`config.mk`:
```
export PLATFORM = sky130hd
export DESIGN_NAME = pixel_row_loader
export DESIGN_NICKNAME = d
export VERILOG_FILES = /design/src/rtl/pixel_row_loader.sv
export SDC_FILE = /design/constraint.sdc
export NUM_CORES = 1
export LEC_CHECK = 0
export ABC_AREA = 1
export BUFFER_PORTS_ARGS = -buffer_cell sky130_fd_sc_hd__buf_2
export CAP_MARGIN = 5
export CORE_ASPECT_RATIO = 0.8
export CORE_MARGIN = 3
export CORE_UTILIZATION = 28
export DETAILED_ROUTE_END_ITERATION = 8
export GPL_ROUTABILITY_DRIVEN = 0
export PLACE_DENSITY = 0.54
export RECOVER_POWER = 25
export SETUP_SLACK_MARGIN = 0.1
export SLEW_MARGIN = 40
export SYNTH_ARGS = -nofsm -noshare
export SYNTH_HDL_FRONTEND = slang
export SYNTH_SLANG_ARGS = --single-unit
```
`constraint.sdc`:
```
create_clock -name clk -period 4 [get_ports clk]
set_input_delay 0.2 -clock clk [delete_from_list [all_inputs] [get_ports clk]]
set_output_delay 0.2 -clock clk [all_outputs]
set_load 0.005 [all_outputs]
```
`src/rtl/pixel_row_loader.sv`:
```
// Fetches one pixel row over Avalon-MM and streams it to the row register.
// Ports: clk/rst, start/base_addr, mem_* read master, clean/enable/iterator/data_out, busy/done.
module pixel_row_loader #(
  parameter int NUM_PIXELS      = 160,
  parameter int MAX_OUTSTANDING = 4
) (
  input  logic        clk,
  input  logic        rst,
  input  logic        start,
  input  logic [31:0] base_addr,
  output logic        mem_read,
  output logic [31:0] mem_address,
  input  logic        mem_waitrequest,
  input  logic        mem_readdatavalid,
  input  logic [31:0] mem_readdata,
  output logic        clean,
  output logic        enable,
  output logic [15:0] iterator,
  output logic [31:0] data_out,
  output logic        busy,
  output logic        done
);

  localparam int WORDS = NUM_PIXELS / 4;

  typedef enum logic [1:0] {
    IDLE,
    CLEAR,
    FETCH,
    DONE
  } state_t;

  state_t      state, state_d;
  logic [15:0] issued, issued_d;
  logic [15:0] received, received_d;
  logic [31:0] base_q, base_d;

  logic        mem_read_d;
  logic [31:0] addr_d;
  logic        clean_d;
  logic        enable_d;
  logic [15:0] iter_d;
  logic [31:0] data_d;
  logic        busy_d;
  logic        done_d;

  logic        accept;
  logic        ret;
  logic [15:0] pend_d;

  always_ff @(posedge clk or posedge rst) begin
    if (rst) begin
      state       <= IDLE;
      issued      <= '0;
      received    <= '0;
      base_q      <= '0;
      mem_read    <= 1'b0;
      mem_address <= '0;
      clean       <= 1'b0;
      enable      <= 1'b0;
      iterator    <= '0;
      data_out    <= '0;
      busy        <= 1'b0;
      done        <= 1'b0;
    end else begin
      state       <= state_d;
      issued      <= issued_d;
      received    <= received_d;
      base_q      <= base_d;
      mem_read    <= mem_read_d;
      mem_address <= addr_d;
      clean       <= clean_d;
      enable      <= enable_d;
      iterator    <= iter_d;
      data_out    <= data_d;
      busy        <= busy_d;
      done        <= done_d;
    end
  end

  always_comb begin
    state_d    = state;
    issued_d   = issued;
    received_d = received;
    base_d     = base_q;
    enable_d   = 1'b0;
    iter_d     = iterator;
    data_d     = data_out;
    accept     = 1'b0;
    ret        = 1'b0;

    unique case (state)
      IDLE: begin
        if (start) begin
          base_d     = base_addr;
          issued_d   = '0;
          received_d = '0;
          state_d    = CLEAR;
        end
      end
      CLEAR: begin
        state_d = FETCH;
      end
      FETCH: begin
        accept = mem_read & ~mem_waitrequest;
        // Returns with nothing in flight are stray and dropped.
        ret    = mem_readdatavalid & (issued != received);
        if (accept) begin
          issued_d = issued + 16'd1;
        end
        if (ret) begin
          received_d = received + 16'd1;
          enable_d   = 1'b1;
          data_d     = mem_readdata;
          iter_d     = {received[13:0], 2'b00};
        end
        if (received == 16'(WORDS)) begin
          state_d = DONE;
        end
      end
      DONE: begin
        state_d = IDLE;
      end
      default: begin
        state_d = IDLE;
      end
    endcase

    // Registered request: computed from next-cycle counters, so a
    // stalled request keeps its address (issued does not move).
    pend_d     = issued_d - received_d;
    mem_read_d = (state_d == FETCH) &&
                 (issued_d < 16'(WORDS)) &&
                 (pend_d < 16'(MAX_OUTSTANDING));
    addr_d     = mem_address;
    if (state_d == FETCH) begin
      addr_d = base_d + (32'(issued_d) << 2);
    end

    clean_d = (state_d == CLEAR);
    done_d  = (state_d == DONE);
    busy_d  = (state_d != IDLE);
  end

endmodule

```
==> out/qor.yml <==
status: "finished clean"
grt.total_usage: 0.158
grt_pass1_vias: 7587
io_buffers: 151
netlist_instances: 1138
worst_setup_hold_path_clk_slew_ns: 0.06
p_comb_frac: 0.528
period_share: 0.919
ys_seq_area_frac: 0.437
finalSetupTns_ns: 0
synth_adder_area_share: 0.0536
setup_viol: 0
synth_area_sq_mm: 0.00854
die_y_um: 162
max_freq_mhz: 272
worstPathMaxFanout: 29
die-width_um: 201
power_frac_clock: 0.187
synthXorXnorAreaFrac: 0.0287
synth-seq-cells: 149
nets: 1450
post-synth-top-area-fraction: 0.437
cts_sinks: 149
async_flop_share: 1.00
antenna_left: 0
cts_buffers: 17
dpl.hpwl_um: 19300
yosysMostFrequentCell: "nand2_1"
core.rowCount: 56
synth.area.top_cells: "dfrtp_1, nand2_1, inv_1"
grt.overflow.total: 0
initial_core_util: 0.287
grt_max_degree: 120
max_slew_margin: 0.144
swShare: 0.460
rsz0062_at_grt: "true"
ir_drop_mv: 0.431
cts_tree: "built"
synth_top_family_by_area: "simple AND/OR/NAND/NOR gates"
p_leak_nw: 5.62
ff2ff_path_depth: 20
critPathMaxStageDelay_ns: 0.47
wl_per_cell_um: 14.6
synthSimpleGateAreaFrac: 0.305
clock_path_buffers: 2
drt-vias-per-instance: 4.53
synth_cell_types: 43
dr.pass1.iters: 7
clock_skew_ns: 0.00864
intPower_mw: 4.52
timing.final.ws_setup_ns: 0.324
core_area_sq_mm: 0.0297
post_synth.cell_area_avg_sq_um: 7.51
powerDensity_mw_per_mm2: 764
critical_path_class: "register to register"
synth_edf_count: 0
start_kind: "register"
switching_power_mw: 3.86
synth_mux_area_frac: 0
hp-class: "input port to register"
crit_path_end_kind: "register"
insertion_delay_ns: 0.44
first_iter_violations: 514
cts_htree_levels: 4
grt_pass1_wl_um: 41100
ioPinCount: 154
synth_compound_area_frac: 0.102
die_area_sq_mm: 0.0326
max_cap_violations: 0
critPathSlowestCell: "fa_1"
period_minus_slack_ns: 3.68
hold_viol: 0
drv_slew: 0
worstPathArrival_ns: 3.99
drc_errors: 0
yosysTopAreaCell: "dfrtp_1"
power_frac_seq: 0.286
synth_common_cells: "nand2_1, dfrtp_1, inv_1"
cp_data_required_time_ns: 4.32
cp_cell_sequence: "inv_2, ha_2, buf_8, a21oi_1, o21a_1, buf_4, fa_1, o21ai_2, a21oi_2, o21ai_2, a21boi_1, o21ai_2, a21oi_2, o21ai_2, nand2_1, nor2_4, nand2_1, xor2_1, nand2_1, nand2_1"
num_antenna_cells: 0
cts_root_buf: "clkbuf_16"
routed_wl_um: 25700
syn_to_final_growth_pct: 28.4
ys_warn_count: 0
drive_gt1_frac: 0.203
whs_path_depth: 3
worst_pin_slew_ns: 1.28
antenna_found_initial: 0
dr_total_vias: 7996
place_ws_ns: 0.0839
ys.flop_type: "dfrtp_1"
-- routing by layer --
metal | GRT usage | vias to the layer above | wire length [um]
met5 | 0 | - | 0
met4 | 0.0390 | 0 | 289
met3 | 0.0409 | 21 | 1470
met2 | 0.246 | 205 | 11500
met1 | 0.221 | 3721 | 12500
li1 | - | 4049 | -
-- what timing repair did --
| item | CTS | global route |
|---|---|---|
| buffers inserted | 0 | 7 |
| pin swaps | 0 | 8 |
| endpoints found under the setup margin | 2 | 12 |
| hold buffers | 36 | 0 |
| gates resized for setup | 3 | 49 |
| endpoints found under the hold margin | 65 | 0 |
-- critical path: cells and delay by family, from the launching register on --
kind / cells / cell delay [ns]
flops: 1 / 0.38
fa+ha+maj: 2 / 0.68
compound gates: 9 / 1.38
xor+xnor: 1 / 0.15
buf+inv: 3 / 0.44
simple gates: 5 / 0.52
-- power by group through the flow --
stage	combinational, mW	sequential, mW	clock (mW)
finish	4.42	2.39	1.57
global route	5.00	2.46	1.68
CTS	4.39	2.38	1.61
detailed placement	4.34	2.40	0
global placement	4.28	2.39	0
floorplan	2.95	2.39	0
-- logic make-up after synthesis --
kind of cell	Yosys count
flip-flops	149
adder cells (fa/ha/maj)	36
AND/OR/NAND/NOR	601
AO/OA/AOI/OAI	159
buffers and inverters	164
other	1
XOR/XNOR	28
-- metrics by stage --
stage                     utilization  power (mW)  std cells  cell area [sq um]  hold slack [ns]
after floorplan                     -        5.34       1139               8550            0.317
after global placement          0.333        6.68       1688               9880            0.364
after detailed placement        0.333        6.74       1688               9880            0.372
after CTS                       0.364        8.38       1756              10800           0.0118
after global routing            0.369        9.15       1764              11000           0.0124
final                           0.369        8.38       1764              11000           0.0247
-- cell type report --
class / instances / area (sq um)
well taps: 406 / 508
clock inverters: 12 / 108
inverters: 133 / 503
fillers: 3153 / 18700
multi-input cells: 826 / 4310
clock buffers: 20 / 467
flip-flops and latches: 149 / 3730
repair buffers: 218 / 1340
-- layout by cell type, fill, tap and decap left out, types with 7 or more instances in the layout --
cell type / Yosys / layout
clkbuf_1: 21 / 43
dlygate4sd3_1: 0 / 36
nor2_1: 67 / 64
buf_2: 4 / 109
o21ai_1: 7 / 8
nand4_1: 15 / 15
nor3_1: 16 / 15
buf_4: 2 / 25
xnor2_1: 7 / 7
a31oi_1: 9 / 9
nand2_2: 14 / 15
dfrtp_1: 149 / 146
a21oi_1: 38 / 32
o21ai_0: 81 / 75
or2_2: 17 / 16
nand2_4: 8 / 9
clkbuf_16: 0 / 17
nand3_1: 52 / 52
inv_2: 12 / 17
nand2_1: 389 / 387
inv_1: 118 / 110
o21ai_2: 4 / 8
xor2_1: 21 / 21
nor2_2: 8 / 10
ha_1: 35 / 31
-- final timing paths --
| kind | slack (ns) | startpoint | end |
|---|---|---|---|
| max | 0.32 | state[0] | mem_address[26] |
| min | 0.02 | base_addr[13] | base_q[13] |
| max reg2reg | 0.32 | state[0] | mem_address[26] |
| min reg2reg | 0.47 | data_out[25] | data_out[25] |
| max in group asynchronous | 2.18 | rst | base_q[16] |
| min in group asynchronous | 0.30 | rst | base_q[1] |
-- sequential cells by signal, summed over array words and instances, names as in the netlist --
| name | cells |
|---|---|
| state | 2 |
| done | 1 |
| data_out | 32 |
| base_q | 32 |
| mem_address | 32 |
| iterator | 14 |
| busy | 1 |
| mem_read | 1 |
| enable | 1 |
| issued | 16 |
| clean | 1 |
| received | 16 |
Note: power is estimated with default switching activity, not from simulation.
